--- src/rtl/evt_agg_pkg.sv ---
// evt_agg_pkg: shared types and helpers for the event edge aggregator.
//   evt_mode_e  - per-channel detection mode (POS, NEG, ANY edge, LEVEL high)
//   SYNC_MAX    - deepest supported input synchroniser
//   lowest_set  - lowest set bit of a 32-bit vector, with a found flag
package evt_agg_pkg;
    typedef enum logic [1:0] {EVT_POS, EVT_NEG, EVT_ANY, EVT_LEVEL} evt_mode_e;
    localparam int SYNC_MAX = 4;
    typedef struct packed {
        logic       found;
        logic [4:0] idx;
    } lowest_t;
    function automatic lowest_t lowest_set(input logic [31:0] v);
        lowest_t r;
        r = '0;
        for (int i = 31; i >= 0; i--)
            if (v[i]) begin
                r.found = 1'b1;
                r.idx   = 5'(i);
            end
        return r;
    endfunction
endpackage

--- src/rtl/evt_edge_aggregator_if.sv ---
// evt_edge_aggregator_if: valid/ready event-ID handout port.
//   evt_valid_o - slot holds an event ID (master drives)
//   evt_id_o    - channel index of the held event (master drives)
//   evt_ready_i - consumer accepts evt_id_o (slave drives)
interface evt_edge_aggregator_if #(parameter int ID_W = 3);
    logic            evt_valid_o;
    logic            evt_ready_i;
    logic [ID_W-1:0] evt_id_o;
    modport master (output evt_valid_o, evt_id_o, input evt_ready_i);
    modport slave  (input evt_valid_o, evt_id_o, output evt_ready_i);
endinterface

--- src/rtl/evt_edge_det.sv ---
// evt_edge_det: one channel of synchroniser, previous sample and mode decode.
//   clk, rst_n - clock, async active-low reset
//   sig_i      - raw channel input
//   mode_i     - detection mode
//   detect_o   - event detected this cycle
module evt_edge_det
    import evt_agg_pkg::*;
#(
    parameter int SYNC_STAGES = 2
) (
    input  logic      clk,
    input  logic      rst_n,
    input  logic      sig_i,
    input  evt_mode_e mode_i,
    output logic      detect_o
);
    localparam int SN = SYNC_STAGES > SYNC_MAX ? SYNC_MAX : SYNC_STAGES;
    logic        s;
    logic        p_q;
    // Armed only once the synchroniser and the previous sample both hold
    // post-reset data, so a line already high at reset exit is not an edge.
    logic [SN:0] arm_q;
    if (SN == 0) begin : g_direct
        assign s = sig_i;
    end else begin : g_sync
        logic [SN-1:0] sync_q;
        always_ff @(posedge clk or negedge rst_n)
            if (!rst_n) sync_q <= '0;
            else        sync_q <= SN'({sync_q, sig_i});
        assign s = sync_q[SN-1];
    end
    always_ff @(posedge clk or negedge rst_n)
        if (!rst_n) begin
            p_q   <= 1'b0;
            arm_q <= '0;
        end else begin
            p_q   <= s;
            arm_q <= (SN+1)'({arm_q, 1'b1});
        end
    assign detect_o = arm_q[SN] & (mode_i == EVT_POS ? s & ~p_q :
                                   mode_i == EVT_NEG ? ~s & p_q :
                                   mode_i == EVT_ANY ? s ^ p_q : s);
endmodule

--- src/rtl/evt_edge_aggregator.sv ---
// evt_edge_aggregator: multi-channel event capture with sticky pending bits,
// overflow tracking, masked IRQ and a priority-ordered event-ID handout.
//   clk, rst_n - clock, async active-low reset
//   sig_i      - raw event inputs
//   mode_i     - 2-bit mode per channel at [2k+1:2k]
//   mask_i     - excludes channels from irq_o and from handout
//   clr_i      - W1C pulse clearing pend and ovf
//   pend_o     - sticky pending bits
//   ovf_o      - sticky overflow bits
//   irq_o      - registered OR of unmasked pending bits
//   evt        - valid/ready event-ID handout (master side)
module evt_edge_aggregator
    import evt_agg_pkg::*;
#(
    parameter int N_CH        = 8,
    parameter int SYNC_STAGES = 2,
    parameter int ID_W        = (N_CH > 1) ? $clog2(N_CH) : 1
) (
    input  logic                   clk,
    input  logic                   rst_n,
    input  logic [N_CH-1:0]        sig_i,
    input  logic [2*N_CH-1:0]      mode_i,
    input  logic [N_CH-1:0]        mask_i,
    input  logic [N_CH-1:0]        clr_i,
    output logic [N_CH-1:0]        pend_o,
    output logic [N_CH-1:0]        ovf_o,
    output logic                   irq_o,
    evt_edge_aggregator_if.master  evt
);
    logic [N_CH-1:0] det;
    logic [N_CH-1:0] cand;
    logic [N_CH-1:0] ho;
    logic            load;
    lowest_t         sel;
    for (genvar k = 0; k < N_CH; k++) begin : g_ch
        evt_edge_det #(.SYNC_STAGES(SYNC_STAGES)) u_det (
            .clk      (clk),
            .rst_n    (rst_n),
            .sig_i    (sig_i[k]),
            .mode_i   (evt_mode_e'(mode_i[2*k +: 2])),
            .detect_o (det[k])
        );
    end
    assign cand = pend_o & ~mask_i;
    assign sel  = lowest_set(32'(cand));
    // The slot reloads when empty or being accepted; the loaded channel's
    // pend bit is handed out (cleared) in the same cycle.
    assign load = ~evt.evt_valid_o | evt.evt_ready_i;
    assign ho   = (load & sel.found) ? N_CH'(1) << sel.idx : '0;
    always_ff @(posedge clk or negedge rst_n)
        if (!rst_n) begin
            pend_o          <= '0;
            ovf_o           <= '0;
            irq_o           <= 1'b0;
            evt.evt_valid_o <= 1'b0;
            evt.evt_id_o    <= '0;
        end else begin
            // A new detection beats both clear and handout.
            pend_o <= det | (pend_o & ~clr_i & ~ho);
            ovf_o  <= (det & pend_o & ~ho) | (ovf_o & ~clr_i);
            irq_o  <= |cand;
            if (load) begin
                evt.evt_valid_o <= sel.found;
                if (sel.found) evt.evt_id_o <= sel.idx[ID_W-1:0];
            end
        end
endmodule

--- src/flat_wrapper.sv ---
// flat-port wrapper written by rule: the top's interface ports become plain ports
module evt_edge_aggregator_flat import evt_agg_pkg::*;
#(
    parameter int N_CH        = 8,
    parameter int SYNC_STAGES = 2,
    parameter int ID_W        = (N_CH > 1) ? $clog2(N_CH) : 1
)
  (clk, rst_n, sig_i, mode_i, mask_i, clr_i, pend_o, ovf_o, irq_o, evt_evt_valid_o, evt_evt_id_o, evt_evt_ready_i);
  evt_edge_aggregator_if #(.ID_W(ID_W)) evt_i ();
  input  logic clk;
  input  logic rst_n;
  input  logic [N_CH-1:0] sig_i;
  input  logic [2*N_CH-1:0] mode_i;
  input  logic [N_CH-1:0] mask_i;
  input  logic [N_CH-1:0] clr_i;
  output logic [N_CH-1:0] pend_o;
  output logic [N_CH-1:0] ovf_o;
  output logic irq_o;
  output wire logic [$bits(evt_i.evt_valid_o)-1:0] evt_evt_valid_o;
  output wire logic [$bits(evt_i.evt_id_o)-1:0] evt_evt_id_o;
  input wire logic [$bits(evt_i.evt_ready_i)-1:0] evt_evt_ready_i;
  assign evt_evt_valid_o = evt_i.evt_valid_o;
  assign evt_evt_id_o = evt_i.evt_id_o;
  assign evt_i.evt_ready_i = evt_evt_ready_i;
  evt_edge_aggregator #(.N_CH(N_CH), .SYNC_STAGES(SYNC_STAGES), .ID_W(ID_W)) u_core (.clk(clk), .rst_n(rst_n), .sig_i(sig_i), .mode_i(mode_i), .mask_i(mask_i), .clr_i(clr_i), .pend_o(pend_o), .ovf_o(ovf_o), .irq_o(irq_o), .evt(evt_i));
endmodule
--- config.mk ---
export PLATFORM = sky130hd
export DESIGN_NAME = evt_edge_aggregator_flat
export DESIGN_NICKNAME = d
export VERILOG_FILES = /design/src/rtl/evt_agg_pkg.sv /design/src/rtl/evt_edge_aggregator_if.sv /design/src/rtl/evt_edge_det.sv /design/src/rtl/evt_edge_aggregator.sv /design/src/flat_wrapper.sv
export SDC_FILE = /design/constraint.sdc
export NUM_CORES = 1
export LEC_CHECK = 0
export ABC_AREA = 1
export CORE_MARGIN = 3
export CORE_UTILIZATION = 35
export DETAILED_ROUTE_END_ITERATION = 6
export PLACE_DENSITY = 0.63
export SYNTH_ARGS = -nofsm -noshare
export SYNTH_HDL_FRONTEND = slang
export SYNTH_SLANG_ARGS = --single-unit
--- constraint.sdc ---
create_clock -name clk -period 1.7 [get_ports clk]
set_input_delay 0.51 -clock clk [delete_from_list [all_inputs] [get_ports clk]]
set_output_delay 0.51 -clock clk [all_outputs]
set_load 0.03 [all_outputs]
* After elaboration in Yosys (flattened, before gate mapping)
Cells that the tools add are included.
Widths: inputs -> output; s select.
** Word-level totals
- Bits in registers :: 69
- Input port bits :: 43
- Output and inout bits :: 21
- Logic and storage cells :: 151
** Operators by class
- Eq/ne operators :: 16
- Shift-type cells :: 1
- Mux-type cells :: 33
- Bitwise logic cells :: 62
- Reduce and logical (&&, ||, !) cells :: 10
** Operators with widths (number)
- $and 8x8->8 :: 6
- $mux 6 :: 8
- $and 1x1->1 :: 25
- $mux 1 :: 24
- $not 8->8 :: 3
- $not 1->1 :: 17
- $eq 2x1->1 const B :: 8
- $eq 2x2->1 const B :: 8
- $logic_not 2->1 :: 8
- $or 8x8->8 :: 2
- $mux 8 :: 1
- $reduce_or 8->1 :: 1
- $shl 1x5->8 const A :: 1
- $xor 1x1->1 :: 8
- $reduce_and 2->1 :: 1
- $or 1x1->1 :: 1

* Longest topological paths before layout
Gate-level depths: netlist of run 1.
- Depth in word-level cells :: 15
- Gate-level depth with buffers :: 12
- Mapped depth without buffers :: 12

* Hierarchy
A second synthesis of run 1 with hierarchy kept.
** Unflattened totals
- Cells, all modules :: 350
- Area total of the unflattened synthesis :: 3042.9 um^2
** By module, submodules not included
- evt_edge_det :: instances 8, cells each 23, area an instance 235.2 um^2, seq. area each 150.1 um^2
- evt_edge_aggregator :: instances 1, cells each 166, area an instance 1161.1 um^2, seq. area each 525.5 um^2

* Least setup slack after synthesis of run 1
Ideal clock, no wire load.
- Kind :: register -> register
- Start :: register u_core.pend_o[0]
- End :: register u_core.pend_o[7]
- Library setup time :: 0.117 ns
- Data arrival time :: 1.248 ns
- Data required time :: 1.583 ns
- Setup slack :: 0.335 ns
- Stages on the path, launching flop included :: 9
- Path buffers :: 0
- Period minus slack after synthesis :: 1.365 ns
- Cell sequence :: dfrtp_1 nand2_4 nand2_4 nor2_4 nand2_2 nor2_4 nand4_1 nand2_1 nand2_1
** Between the ends
- Longest elaborated chain between the ends :: 7
- Elaborated cells between the ends (all ways) :: 8
- Classes of those cells :: shift: 1; mux: 2; bitwise: 5
** RTL lines
- start, declared :: RTL line evt_edge_aggregator.sv:25 : output logic [N_CH-1:0] pend_o,
- start signal, assigned :: RTL line evt_edge_aggregator.sv:59 : pend_o <= det | (pend_o & ~clr_i & ~ho);
- $and 8x8->8 (*) :: RTL line evt_edge_aggregator.sv:44 : assign cand = pend_o & ~mask_i;
- $mux 6 (*) :: RTL line evt_agg_pkg.sv:16 : if (v[i]) begin
- $shl 1x5->8 or $and 1x1->1 (tied branches) :: RTL line evt_edge_aggregator.sv:49 : assign ho = (load & sel.found) ? N_CH'(1) << sel.idx : '0;
- $mux 8 (*) :: RTL line evt_edge_aggregator.sv:49
- $not 8->8 (*) :: RTL line evt_edge_aggregator.sv:59
- $and 8x8->8 (*) :: RTL line evt_edge_aggregator.sv:59
- $or 8x8->8 (*) :: RTL line evt_edge_aggregator.sv:59
Every way passes the cells marked *; elsewhere a longest branch is shown, timed or not.
A chain may end at the register's enable or synchronous reset.

* Worst setup path after layout of run 1
- Start :: register u_core.pend_o[2]
- End :: output pend_o[2]
** RTL lines
- end, declared :: RTL line flat_wrapper.sv:16 : output logic [N_CH-1:0] pend_o;
No word-level cell between the ends.

==> impl_metrics.toml, run 1 <==
[outcome]
status = "finished clean"

[critical_path]
critical_path_required_ns = 1.19
reg2reg_depth = 9
crit_fanout = 3
crit_buf_inv = 1
rr_startpoint = "u_core.pend_o[3]$_DFF_PN0_"
critPathTopFamily = "flip-flops"
crit_path_cell_trace = "dlygate4sd2_1"
critPathLaunchType = "register"
crit_path_top_delay_cell = "dfrtp_1"
timing_worst_setup_path_type = "reg2out"
critPathCaptureType = "primary output"
ff2ff_setup_slack_ns = 0.26
max_stage_delay_ns = 0.42
regToRegEndpoint = "u_core.ovf_o[7]$_DFF_PN0_"
worstPathArrival_ns = 1.13

[route]
via_per_inst = 4.24
vias = 1880
met2_length_mm = 2.16
met1_length_mm = 2.14
wl_per_cell_um = 10.5
maxUsedRoutingLayer = "met4"
drtIter0Drc = 48
drtAntennaViolNets = 0
drc = 0
wl_met3_um = 297
drt_wl_total_mm = 4.64
first_pass_iters = 4

[cts]
clock_sinks = 48
clk_pin_slew_worst_paths_ns = 0.09
htreeDepth = 2
clockRootBuffer = "clkbuf_8"
cts_tree = "yes"
ctsHoldBuffers = 0
clkLatencyLatePin_ns = 0.30
clockBufferDepth = 2
cts_made_buffers = 5

[logic_synthesis]
ys_types = 20
synthMuxAreaShare = 0
synth_seq_cells = 48
synth_top_family_by_area = "simple AND/OR/NAND/NOR gates"
yosys_warnings = 0
async_reset_ff_frac = 1.00
synthCells = 284
synth_most_common_cell = "nand2_1"
yosys.area.top_type = "dfrtp_1"
synthesis.nets = 343
yosysSeqAreaShare = 0.512
synthSimpleGateAreaFrac = 0.256
synthTopCellsByCount = "nand2_1 (82), inv_1 (51), dfrtp_1 (48)"
yosys.area_share.xor_xnor = 0
syn_area_per_cell_um2 = 8.26
synth-edff-count = 0
synth_area_leaders = "dfrtp_1 (51%), nand2_1 (13%), ha_1 (8.5%)"
synth_area_um2 = 2340
synth_top_area_frac = 0.512
synth_compound_area_frac = 0.0566
yosys_most_used_dff = "dfrtp_1"
synthAdderAreaFrac = 0.0854

[grt]
grt_max_degree = 19
grt_overflow_total = 0
antenna_found_initial = 0
gr-usage-all-layers = 0.124
grt_pass1_vias = 1707
grt_first_pass_wirelength_mm = 7.44

[timing]
setup_viol = 0
rsz0062_at_grt = "no"
hold_viol = 0
timing.fmax_mhz = 611
maxSlewViolCount = 0
fin_crit_sh = 0.963
fin_crit_ns = 1.64
finalSetupTns_ns = 0
fin_skew_ns = 0.00364

[pwr]
seqPwrFrac = 0.433
combPwrFrac = 0.278
clock_power_share = 0.289
p_per_area_nw_per_um2 = 927
total_power_uw = 3070
intPower_uw = 2120
p_sw_uw = 949
switching_share = 0.310
ir_worst_vdd_v = 0.000604
p_leak_uw = 0.00184

[place]
gp_congestion = 0.794
io_buffers = 63
dp_hpwl_mm = 3.73

[floorplanning]
core-area_um2 = 6420
start_util = 0.365
std_cell_rows = 29
die_w_um = 87.9
io_pins = 64
die_h_um = 87.9
dieArea_um2 = 7720

[finish]
nets = 424
layout-drive-gt1-share = 0.128
antenna_cells = 0
syn_to_final_growth_pct = 41.1
nFillCells = 591

[job]
drv_cap = 0

[min_path]
hp-class = "in2async"
==> cells in the final DEF, fill, tap and decap left out, drive strengths merged <==
cell type | synthesis | final
nand4 | 4 | 4
nand2 | 90 | 90
buf | 0 | 13
inv | 54 | 54
clkdlybuf4s15 | 0 | 1
a31oi | 1 | 1
dlymetal6s2s | 0 | 6
bufinv | 0 | 1
conb | 1 | 1
clkdlybuf4s50 | 0 | 35
ha | 16 | 16
dfrtp | 48 | 48
nand3 | 4 | 4
dlygate4sd2 | 0 | 20
a21oi | 1 | 1
nor2 | 44 | 44
clkbuf | 1 | 7
o21ai | 20 | 20
==> cell families after synthesis <==
logic type                 count (synthesis)
and+or+nand+nor                          142
buffers and inverters                     55
DFF                                       48
AOI/OAI and AO/OA                         22
adders and majority gates                 16
other                                      1
==> what timing repair did <==
action	in CTS	in global routing
setup buffers	0	1
endpoints found under the setup margin	21	17
resized for setup	21	20
endpoints found under the hold margin	0	0
pin swaps	0	14
==> layout make-up <==
cell class,count,area (µm²),area share
clock buffers,7,96.3,0.0291
clock inverters,1,30.0,0.00908
inverters,54,205,0.0620
multi-input cells,181,973,0.294
flip-flops and latches,48,1200,0.363
well taps,77,96.3,0.0291
repair buffers,75,706,0.213
==> sequential cells by signal, indices dropped and copies added, names as in the netlist <==
name	flops
u_core.evt.evt_valid_o	1
u_core.g_ch.u_det.p_q	8
u_core.irq_o	1
u_core.pend_o	8
u_core.g_ch.u_det.g_sync.sync_q	16
u_core.evt.evt_id_o	3
u_core.ovf_o	8
u_core.g_ch.u_det.arm_q	3
==> metal layers <==
metal | track usage | vias up
li1 | - | 1007
met1 | 0.155 | 827
met2 | 0.205 | 42
met3 | 0.0395 | 4
met4 | 0.0391 | 0
met5 | 0 | -
==> power by group through the flow <==
stage	registers (µW)	clock network [µW]	logic, µW
after floorplan	1510	0	316
after global placement	1350	0	882
after detailed placement	1350	0	892
after CTS	1330	915	836
after global routing	1350	962	950
final	1330	887	851
==> through the flow <==
stage | setup slack, ns | utilization | instances | instance area (µm²) | hold slack (ns)
global placement | -0.243 | 0.490 | 434 | 3150 | 0.333
global route | 0.000560 | 0.515 | 443 | 3310 | 0.139
floorplan | 0.335 | - | 284 | 2340 | 0.214
detailed placement | -0.244 | 0.490 | 434 | 3150 | 0.335
finish | 0.0632 | 0.515 | 443 | 3310 | 0.134
CTS | 0.0628 | 0.505 | 442 | 3250 | 0.144
==> worst max-delay path by stage <==
stage / to / startpoint / slack [ns] / depth (start not counted)
6_report: pend_o[2] / u_core.pend_o[2]$_DFF_PN0_ / 0.06 / 1
5_1_grt: u_core.ovf_o[7]$_DFF_PN0_ / mask_i[0] / 0.0006 / 10
4_1_cts: pend_o[2] / u_core.pend_o[2]$_DFF_PN0_ / 0.06 / 1
3_5_place_dp: u_core.pend_o[7]$_DFF_PN0_ / mask_i[5] / -0.24 / 10
3_3_place_gp: u_core.ovf_o[7]$_DFF_PN0_ / mask_i[5] / -0.24 / 10
2_1_floorplan: u_core.pend_o[7]$_DFF_PN0_ / u_core.pend_o[0]$_DFF_PN0_ / 0.34 / 8
No activity file was read; power rests on OpenSTA's default activity.
==> run 2: changes to the inputs <==
--- a/config.mk
+++ b/config.mk
@@ -10,6 +10,7 @@
 export CORE_UTILIZATION = 35
 export DETAILED_ROUTE_END_ITERATION = 6
 export PLACE_DENSITY = 0.63
+export SETUP_SLACK_MARGIN = 0.3
 export SYNTH_ARGS = -nofsm -noshare
 export SYNTH_HDL_FRONTEND = slang
 export SYNTH_SLANG_ARGS = --single-unit
==> impl_metrics.toml, run 2 (synthesis gave the netlist of run 1 again) <==
[pwr]
p_per_area_nw_per_um2 = 943
ir_worst_vdd_v = 0.000604
p_leak_uw = 0.00187

[critical_path]
worstPathArrival_ns = 1.65
critPathLaunchType = "input pin"
cp_common_cell = "nand2_1"
timing_worst_setup_path_type = "in2reg"
crit_path_cell_trace = "clkdlybuf4s50_1 -> nor2_2 -> buf_4 -> nor2_4 -> nand4_1 -> nand2_1 -> nand2_1"
crit_path_top_delay_cell = "clkdlybuf4s50_1"
critPathCaptureType = "register"
max_stage_delay_ns = 0.47
crit_fanout = 4
critical_path_required_ns = 1.89
ff2ff_setup_slack_ns = 0.27

[cts]
clkLatencyLatePin_ns = 0.30
clockRootBuffer = "clkbuf_8"
htreeDepth = 2
cts_tree = "yes"
clk_pin_slew_worst_paths_ns = 0.08
clockBufferDepth = 2
clock_sinks = 48
cts_made_buffers = 5
ctsHoldBuffers = 0

[outcome]
status = "finished clean"

[finish]
nets = 438
layoutNonFillerInstCount = 457
antenna_cells = 0
layout-drive-gt1-share = 0.237
final_cell_mix = "nand2_1 (72), inv_1 (48), dfrtp_1 (48), nor2_1 (40), clkdlybuf4s50_1 (32)"
syn_to_final_growth_pct = 47.1
final_cell_area_um2 = 3450
top_register = "u_core.g_ch.u_det.g_sync.sync_q"
mostFrequentLayoutCell = "nand2_1"
largest_register_ffs = 16

[grt]
gr-usage-all-layers = 0.128
grt_first_pass_wirelength_mm = 7.67
antenna_found_initial = 0
grt_max_degree = 19
grt_overflow_total = 0
grt_pass1_vias = 1768

[timing]
rsz0062_at_grt = "yes"
fin_skew_ns = 0.00384
hold_viol = 0
fin_crit_ns = 1.45
timing.fmax_mhz = 688
setup_viol = 0
fin_crit_sh = 0.855
maxSlewViolCount = 0

[place]
gp_congestion = 0.794
placedCellCount = 434
placed_area_um2 = 3150
dp_hpwl_mm = 3.73
io_buffers = 63

[route]
drc = 0
wl_per_cell_um = 10.7
via_per_inst = 4.32
vias = 1974
drtAntennaViolNets = 0
drtIter0Drc = 53
drt_wl_total_mm = 4.90
first_pass_iters = 5

[job]
drv_cap = 0

[min_path]
hp-class = "in2async"

[floorplanning]
dieArea_um2 = 7720
io_pins = 64
start_util = 0.365
die_h_um = 87.9
std_cell_rows = 29
die_w_um = 87.9
core-area_um2 = 6420
## run 2: layout make-up
| type | count | area (µm²) |
|---|---|---|
| fillers | 562 | 2970 |
| flip-flops and latches | 48 | 1200 |
| multi-input cells | 181 | 1010 |
| repair buffers | 89 | 810 |
| inverters | 54 | 203 |
| clock buffers | 7 | 96.3 |
| well taps | 77 | 96.3 |
| clock inverters | 1 | 30.0 |
## run 2: critical path: cells and delay by family
family / cells / cell delay (ns)
buffers and inverters: 2 / 0.61
and+or+nand+nor: 5 / 0.53
## run 2: what timing repair did
action / 4_1_cts / 5_1_grt
endpoints found under the setup margin: 41 / 37
buffers inserted: 8 / 7
pin swaps: 15 / 20
resized for setup: 134 / 54
## run 2: final timing paths
kind,startpoint,endpoint,depth (start not counted)
max,evt_evt_ready_i,u_core.pend_o[7]$_DFF_PN0_,7
min,rst_n,u_core.g_ch[1].u_det.g_sync.sync_q[1]$_DFF_PN0_,1
max reg2reg,u_core.pend_o[0]$_DFF_PN0_,u_core.pend_o[7]$_DFF_PN0_,9
min reg2reg,u_core.g_ch[6].u_det.g_sync.sync_q[0]$_DFF_PN0_,u_core.g_ch[6].u_det.g_sync.sync_q[1]$_DFF_PN0_,0
max in group asynchronous,rst_n,u_core.g_ch[7].u_det.p_q$_DFF_PN0_,2
min in group clk,u_core.g_ch[6].u_det.g_sync.sync_q[0]$_DFF_PN0_,u_core.g_ch[6].u_det.g_sync.sync_q[1]$_DFF_PN0_,0
## run 2: routing by layer
layer  GRT usage  share of wire  routed length (µm)
met1       0.158           0.44                2180
met2       0.211           0.48                2360
met3      0.0405          0.062                 305
met4      0.0432          0.011                  53
met5           0              0                   0
## run 2: per-stage QoR
step / worst slack (ns) / util / setup TNS, ns / total power [µW] / hold WS (ns)
2_1_floorplan: 0.335 / - / 0 / 1830 / 0.214
3_3_place_gp: -0.243 / 0.490 / -3.53 / 2230 / 0.333
3_5_place_dp: -0.244 / 0.490 / -3.72 / 2250 / 0.335
4_1_cts: 0.240 / 0.511 / 0 / 3130 / 0.144
5_1_grt: 0.160 / 0.537 / 0 / 3440 / 0.139
6_report: 0.246 / 0.537 / 0 / 3250 / 0.134
## run 2: where the power goes
group	total, µW	internal, µW	switching, µW
combinational	1020	462	559
sequential	1340	1260	85.9
clock	887	519	368
